===== config.mk =====
export PLATFORM = sky130hd
export DESIGN_NAME = rvfi_check_sequencer
export DESIGN_NICKNAME = d
export VERILOG_FILES = /design/src/rtl/rvfi_check_sequencer.sv
export SDC_FILE = /design/constraint.sdc
export NUM_CORES = 1
export LEC_CHECK = 0
export BUFFER_PORTS_ARGS = -buffer_cell sky130_fd_sc_hd__buf_2
export CORE_ASPECT_RATIO = 0.5
export CORE_MARGIN = 3
export CORE_UTILIZATION = 37
export CTS_CLUSTER_SIZE = 20
export DETAILED_ROUTE_END_ITERATION = 8
export PLACE_DENSITY = 0.7
export SETUP_SLACK_MARGIN = 0.05
export SLEW_MARGIN = 20
export SYNTH_ARGS = -nofsm -noshare
export SYNTH_HDL_FRONTEND = slang
export SYNTH_SLANG_ARGS = --single-unit
export TNS_END_PERCENT = 30

===== constraint.sdc =====
create_clock -name clock -period 2.1 [get_ports clock]
set_clock_uncertainty 0.05 [all_clocks]
set_input_delay 0.42 -clock clock [delete_from_list [all_inputs] [get_ports clock]]
set_output_delay 0.42 -clock clock [all_outputs]
set_load 0.005 [all_outputs]

===== src/rtl/rvfi_check_sequencer.sv =====
// rvfi_check_sequencer
// Runs one check pass around a core under test. The core is held in reset for
// a fixed number of cycles. The sequencer then watches the RVFI retire stream
// on one channel and emits a single-cycle `check` strobe at the first
// qualifying retirement. If no qualifying retirement arrives within DEPTH run
// cycles, the run ends in a sticky timeout instead.

module rvfi_check_sequencer #(
  parameter int          NRET         = 1,
  parameter int          CHANNEL      = 0,
  parameter int          RESET_CYCLES = 1,
  parameter logic [63:0] MIN_ORDER    = 64'd0,
  parameter int          DEPTH        = 20
) (
  input  logic                 clock,
  input  logic                 reset,
  input  logic                 check_enable,
  input  logic [NRET-1:0]      rvfi_valid,
  input  logic [64*NRET-1:0]   rvfi_order,
  output logic                 core_reset,
  output logic                 check,
  output logic                 done,
  output logic                 timeout,
  output logic [15:0]          cycle,
  output logic [15:0]          retired
);

  // The reset counter only needs to reach RESET_CYCLES-1.
  localparam int RCW = (RESET_CYCLES > 1) ? $clog2(RESET_CYCLES) : 1;
  localparam logic [RCW-1:0] RC_LAST = RCW'(RESET_CYCLES - 1);

  // The last run cycle in which a hit is still accepted.
  localparam logic [15:0] CYCLE_LAST = 16'(DEPTH - 1);

  // Wide enough to hold a count of 0..NRET set bits.
  localparam int PCW = $clog2(NRET + 1);

  typedef enum logic [1:0] {
    S_RESET   = 2'd0,
    S_RUN     = 2'd1,
    S_DONE    = 2'd2,
    S_TIMEOUT = 2'd3
  } state_t;

  state_t           state;
  logic [RCW-1:0]   rst_cnt;
  logic [63:0]      order;
  logic             hit;
  logic [PCW-1:0]   valid_count;
  logic [16:0]      retired_sum;
  logic [15:0]      retired_next;
  logic             unused_order;

  // Counts the retire-valid bits in one cycle.
  function automatic logic [PCW-1:0] popcount(input logic [NRET-1:0] v);
    logic [PCW-1:0] n;
    n = '0;
    for (int i = 0; i < NRET; i++) begin
      n = n + PCW'(v[i]);
    end
    return n;
  endfunction

  // Only the selected channel's order is compared. The other channels' order
  // fields are intentionally ignored.
  assign order        = rvfi_order[64*CHANNEL +: 64];
  assign unused_order = ^rvfi_order;

  // A qualifying retirement on the selected channel. The order field is
  // looked at only behind a valid retire, so undriven order bits never leak
  // into the result.
  always_comb begin
    hit = 1'b0;
    if (check_enable && rvfi_valid[CHANNEL]) begin
      if (order >= MIN_ORDER) begin
        hit = 1'b1;
      end else begin
        hit = 1'b0;
      end
    end else begin
      hit = 1'b0;
    end
  end

  // Saturating update of the retirement total for this cycle.
  always_comb begin
    valid_count  = popcount(rvfi_valid);
    retired_sum  = {1'b0, retired} + 17'(valid_count);
    retired_next = retired_sum[15:0];
    if (retired_sum[16]) begin
      retired_next = 16'hFFFF;
    end else begin
      retired_next = retired_sum[15:0];
    end
  end

  // The check strobe is combinational so that checkers sample the live RVFI
  // retirement. It is suppressed while reset is asserted.
  always_comb begin
    check = 1'b0;
    if ((state == S_RUN) && hit && !reset) begin
      check = 1'b1;
    end else begin
      check = 1'b0;
    end
  end

  // Sequencer: hold the core in reset, run the watch window, then park in a
  // terminal state until the next reset.
  always_ff @(posedge clock) begin
    if (reset) begin
      state      <= S_RESET;
      rst_cnt    <= '0;
      cycle      <= 16'd0;
      retired    <= 16'd0;
      done       <= 1'b0;
      timeout    <= 1'b0;
      core_reset <= 1'b1;
    end else begin
      case (state)
        S_RESET: begin
          core_reset <= 1'b1;
          if (rst_cnt == RC_LAST) begin
            state      <= S_RUN;
            core_reset <= 1'b0;
          end else begin
            rst_cnt <= rst_cnt + RCW'(1);
          end
        end
        S_RUN: begin
          core_reset <= 1'b0;
          retired    <= retired_next;
          if (hit) begin
            state <= S_DONE;
            done  <= 1'b1;
          end else if (cycle == CYCLE_LAST) begin
            state   <= S_TIMEOUT;
            timeout <= 1'b1;
          end else begin
            cycle <= cycle + 16'd1;
          end
        end
        S_DONE: begin
          core_reset <= 1'b0;
          done       <= 1'b1;
          timeout    <= 1'b0;
        end
        S_TIMEOUT: begin
          core_reset <= 1'b0;
          done       <= 1'b0;
          timeout    <= 1'b1;
        end
        default: begin
          state      <= S_RESET;
          rst_cnt    <= '0;
          cycle      <= 16'd0;
          retired    <= 16'd0;
          done       <= 1'b0;
          timeout    <= 1'b0;
          core_reset <= 1'b1;
        end
      endcase
    end
  end

endmodule


# Word level (Yosys, flattened, before mapping)
# Index checks and enable logic that the tools add are counted.
# op_classes
addsub	3
magnitude_cmp	1
eq_ne	9
n_mux	16
bitwise	2
reduce_logical	12
# ops
operator	n
greater-or-equal comparator 64 x 1 -> 1 bit, second input constant	1
adder 16 x 1 -> 17 bit	1
adder 16 x 1 -> 16 bit, second input constant	1
== test 16 x 5 -> 1 bit, second input constant	1
2-to-1 mux 16 bit	1
AND reduction 3 bit	3
2-to-1 mux 1 bit	8
2-to-1 mux 2 bit	3
!= test 2 bit, second input constant	3
one-hot mux 1 bit (3 select lines)	2
== test 2 bit, second input constant	2
one-hot mux 2 bit (2 select lines)	1
logical AND 1 bit	3
!= test 3 x 2 -> 1 bit, second input constant	1
nonzero test 3 bit	1
OR reduction 3 bit	1
== test 2 x 1 -> 1 bit, second input constant	1
logical NOT 2 bit	1
!= test 2 x 1 -> 1 bit, second input constant	1
inverter 1 bit	2
one-hot mux 1 bit (2 select lines)	1
AND reduction 2 bit	1
nonzero test 2 bit	1
adder 1 bit, second input constant	1
logical NOT 1 bit	1
# totals
reg_bits	38
in_bits	68
output_inout_bits	36
word_cells	50

# Logic depth before layout (Yosys ltp)
# logic_depth
depth_word	6
depth_mapped	7
ltp_nobuf	6

# Worst setup path before layout
# OpenSTA, ideal clock, no wires.
# synth_timing
path_type	input to register
start	input port rvfi_valid
end	register retired[14]
setup_time_ns	0.116
arrival_ns	1.739
required_ns	1.934
path_slack_ns	0.195
cell_stages	6
n_path_buf	0
path_cell_list	ha_1 > ha_1 > and4b_1 > nand4_2 > or4b_1 > o211a_1
# synth_via
elab_chain_cells	2
# synth_lines
item	line	text
from (decl)	18	input logic [NRET-1:0] rvfi_valid,
adder 16 x 1 -> 17 bit	88	retired_sum = {1'b0, retired} + 17'(valid_count);
2-to-1 mux 16 bit	90	if (retired_sum[16]) begin
to (signal assigned)	132	retired <= retired_next;
to (decl)	25	output logic [15:0] retired
# No other way between the ends.
# A chain may end at the register's enable or synchronous reset.

# Worst setup path in the final report
# layout_timing
start	register retired[0]
end	register retired[14]
# layout_via
elab_chain_cells	2
# layout_lines
item	line
adder 16 x 1 -> 17 bit	88
2-to-1 mux 16 bit	90
# No other way between the ends.

==> results by group <==
Routing
  • Routed length per instance: 13.3 um
  • Met1 wire length: 2.03 mm
  • Met3 WL: 160 um
  • Post-Route WL: 4.28 mm
  • First drt pass iteration count: 4
  • Via/cell ratio: 5.41
  • Highest routed metal layer: met4
  • Residual DRC: 0
  • DR iter-0 viols: 33
  • Via count: 1743
  • Met2 routed WL: 2.04 mm
  • Antenna viol nets, final: 0

Global route
  • First-pass GRT wire length: 7.47 mm
  • Total Routing Usage GR: 15.1%
  • Vias in the first global route: 1684
  • Overflow after GRT: 0
  • Largest net degree at the start of global routing: 17
  • Initial antenna violation count: 0

Critical path
  • CP endpoint kind: flop
  • CP Class: flop to flop
  • Critical-path maximum fanout: 3
  • Reg2Reg Setup Slack: 0.24 ns
  • Arr. time, crit path: 1.99 ns
  • Req. time, crit path: 2.23 ns
  • Startpoint Class: flop

Layout
  • Area delta synth->final: 22.5%
  • Share of layout cells above drive strength 1: 25.8%
  • Fill cells: 440
  • Core Util, Final: 49.1%
  • Layout net count: 327
  • Ant diodes: 0

Clock tree
  • Maximum buffer depth of the clock tree: 2
  • CTS clk-pin slew, worst paths: 0.07 ns
  • Number of CTS-inserted buffers: 5
  • CTS tree: built
  • Clk Latency, worst-skew pair: 0.29 ns
  • Root buf cell: clkbuf_8
  • Clk sinks: 37
  • H-tree levels: 2

Timing
  • Setup TNS: 0 ns
  • Fin crit share: 88.4%
  • Tmin final: 1.86 ns
  • Final Hold Fails: 0
  • Worst slew margin: 77.5%
  • Setup violations, final: 0
  • Worst-Margin Slew: 0.335 ns
  • Final Max Slew Viols: 0
  • RSZ-0062 raised after global routing: false
  • Peak Freq: 0.539 GHz

Synth
  • Synthesized area per cell: 8.90 um^2
  • Yosys warns: 0
  • Syn nets: 277
  • Synth Register Bits: 37
  • Post-synth EDFFs: 0
  • Synthesized cell area: 0.00183 mm^2
  • Mapped Cells: 206
  • Share of flip-flops with an asynchronous set or reset: 0%
  • Post-synthesis sequential area ratio: 40.4%
  • Primary FF master, synth: dfxtp_1
  • Yosys cell types: 47

Min path
  • Hold Crit Class: input pin to flop

Pwr
  • Leak: 0.897 nW
  • Max IR drop VDD: 0.208 mV
  • Power, Total: 0.00132 W
  • Pwr Density: 587 mW/mm^2

Place
  • Post-DP HPWL: 3.10 mm
  • GP Congestion: 0.743
  • Port Buffers: 39

Floorplanning
  • DIE AREA: 0.00589 mm^2
  • Die H: 55.8 um
  • Die width: 106 um
  • Row count: 17
  • Initial Util: 40.1%
  • Top Ports: 104
  • Core footprint: 0.00457 mm^2

Job
  • Max Cap Viol: 0

Run status
  • Outcome: completed
==> kinds of logic (layout without fill, tap and decap cells) <==
kind of cell             after synthesis  count (layout)  synth area share (%)
AND/OR/NAND/NOR                       90              90                  29.6
AO/OA/AOI/OAI                         45              45                  15.0
flip-flops                            37              37                  40.4
buffers and inverters                 13              63                  3.75
XOR/XNOR                              11              11                  5.25
multiplexers                           7               7                  3.96
adder cells (fa/ha/maj)                3               3                  2.05
==> cells in the final DEF (no fill, tap or decap), drive strengths merged <==
master | synthesis | routed
mux2i | 5 | 5
a211oi | 2 | 2
nor3b | 1 | 1
nand4 | 13 | 13
a311oi | 2 | 2
nor2 | 11 | 11
o31ai | 2 | 2
o21ba | 1 | 1
nand3b | 1 | 1
clkbuf | 5 | 7
ha | 3 | 3
a21o | 1 | 1
nor2b | 5 | 5
nand2 | 16 | 16
o211a | 1 | 1
mux2 | 2 | 2
dfxtp | 37 | 37
or3 | 7 | 7
nand3 | 7 | 7
nor4 | 5 | 5
a41oi | 1 | 1
and4 | 5 | 5
a21oi | 22 | 22
nor3 | 7 | 7
o311ai | 2 | 2
nand4b | 1 | 1
and3 | 2 | 2
buf | 4 | 52
o21ai | 8 | 8
inv | 4 | 4
xor2 | 5 | 5
a31oi | 1 | 1
and2 | 2 | 2
or4 | 2 | 2
or2 | 2 | 2
or4b | 1 | 1
o41ai | 2 | 2
nor4bb | 1 | 1
xnor2 | 6 | 6
and4b | 1 | 1
==> worst paths after layout <==
path / from / endpoint / cells after the start
max: retired[0] / retired[14] / 6
min: check_enable / state[0] / 2
max reg2reg: retired[0] / retired[14] / 6
min reg2reg: cycle[5] / cycle[5] / 2
==> power by group <==
| group | switching [W] | internal [W] |
|---|---|---|
| sequential | 0.0000111 | 0.000713 |
| combinational | 0.0000502 | 0.0000455 |
| clock | 0.000240 | 0.000260 |
| total | 0.000301 | 0.00102 |
==> flip-flops by register name, indices dropped and copies added (netlist names) <==
signal      count
cycle          16
retired        16
state           2
core_reset      1
done            1
timeout         1
==> routing by layer <==
layer / GRT usage (%) / vias up
met1: 18.2 / 837
met5: 0 / -
met3: 4.06 / 8
li1: - / 871
met2: 26.1 / 27
met4: 5.54 / 0
==> critical path, stage by stage (launching register included) <==
cell and delay (ns):
dfxtp_1 0.35, ha_1 0.18, ha_1 0.18, and4b_1 0.25
nand4_2 0.13, or4b_1 0.49, o211a_1 0.14
==> through the flow <==
stage	instances	hold slack, ns	worst slack (ns)	area [um^2]
floorplan	206	0.398	0.195	1830
global placement	313	0.442	0.0817	2140
detailed placement	313	0.454	0.0650	2140
CTS	320	0.324	0.138	2230
global route	322	0.356	0.127	2250
finish	322	0.337	0.244	2250
==> Yosys cell counts, drive strengths merged (2+ instances only) <==
master / number / area (um^2)
nor2: 11 / 41.3
a211oi: 2 / 15.0
or3: 7 / 43.8
xor2: 5 / 43.8
nor4: 5 / 31.3
and4: 5 / 43.8
nand2: 16 / 60.1
nor2b: 5 / 33.8
o31ai: 2 / 15.0
buf: 4 / 35.0
o311ai: 2 / 17.5
o41ai: 2 / 17.5
o21ai: 8 / 40.0
dfxtp: 37 / 741
nor3: 7 / 40.0
mux2i: 5 / 50.1
ha: 3 / 37.5
inv: 4 / 15.0
a21oi: 22 / 110
a311oi: 2 / 17.5
mux2: 2 / 22.5
nand4: 13 / 103
or4: 2 / 15.0
clkbuf: 5 / 18.8
and2: 2 / 12.5
or2: 2 / 12.5
xnor2: 6 / 52.6
nand3: 7 / 40.0
and3: 2 / 12.5
==> area by class of cell <==
class / count / area [um^2] / share of cell area (%)
multi-input cells: 156 / 1030 / 45.8
inverters: 4 / 15.0 / 0.668
clock buffers: 7 / 86.3 / 3.84
flip-flops and latches: 37 / 741 / 33.0
well taps: 66 / 82.6 / 3.67
repair buffers: 52 / 293 / 13.0
==> repair_timing <==
item                                    in CTS  in global routing
endpoints found under the hold margin        0                  0
endpoints found under the setup margin       1                  1
resized for setup                            1                  0
hold buffers                                 0                  0
setup buffers                                0                  2
Power figures use the tool's default switching activity.
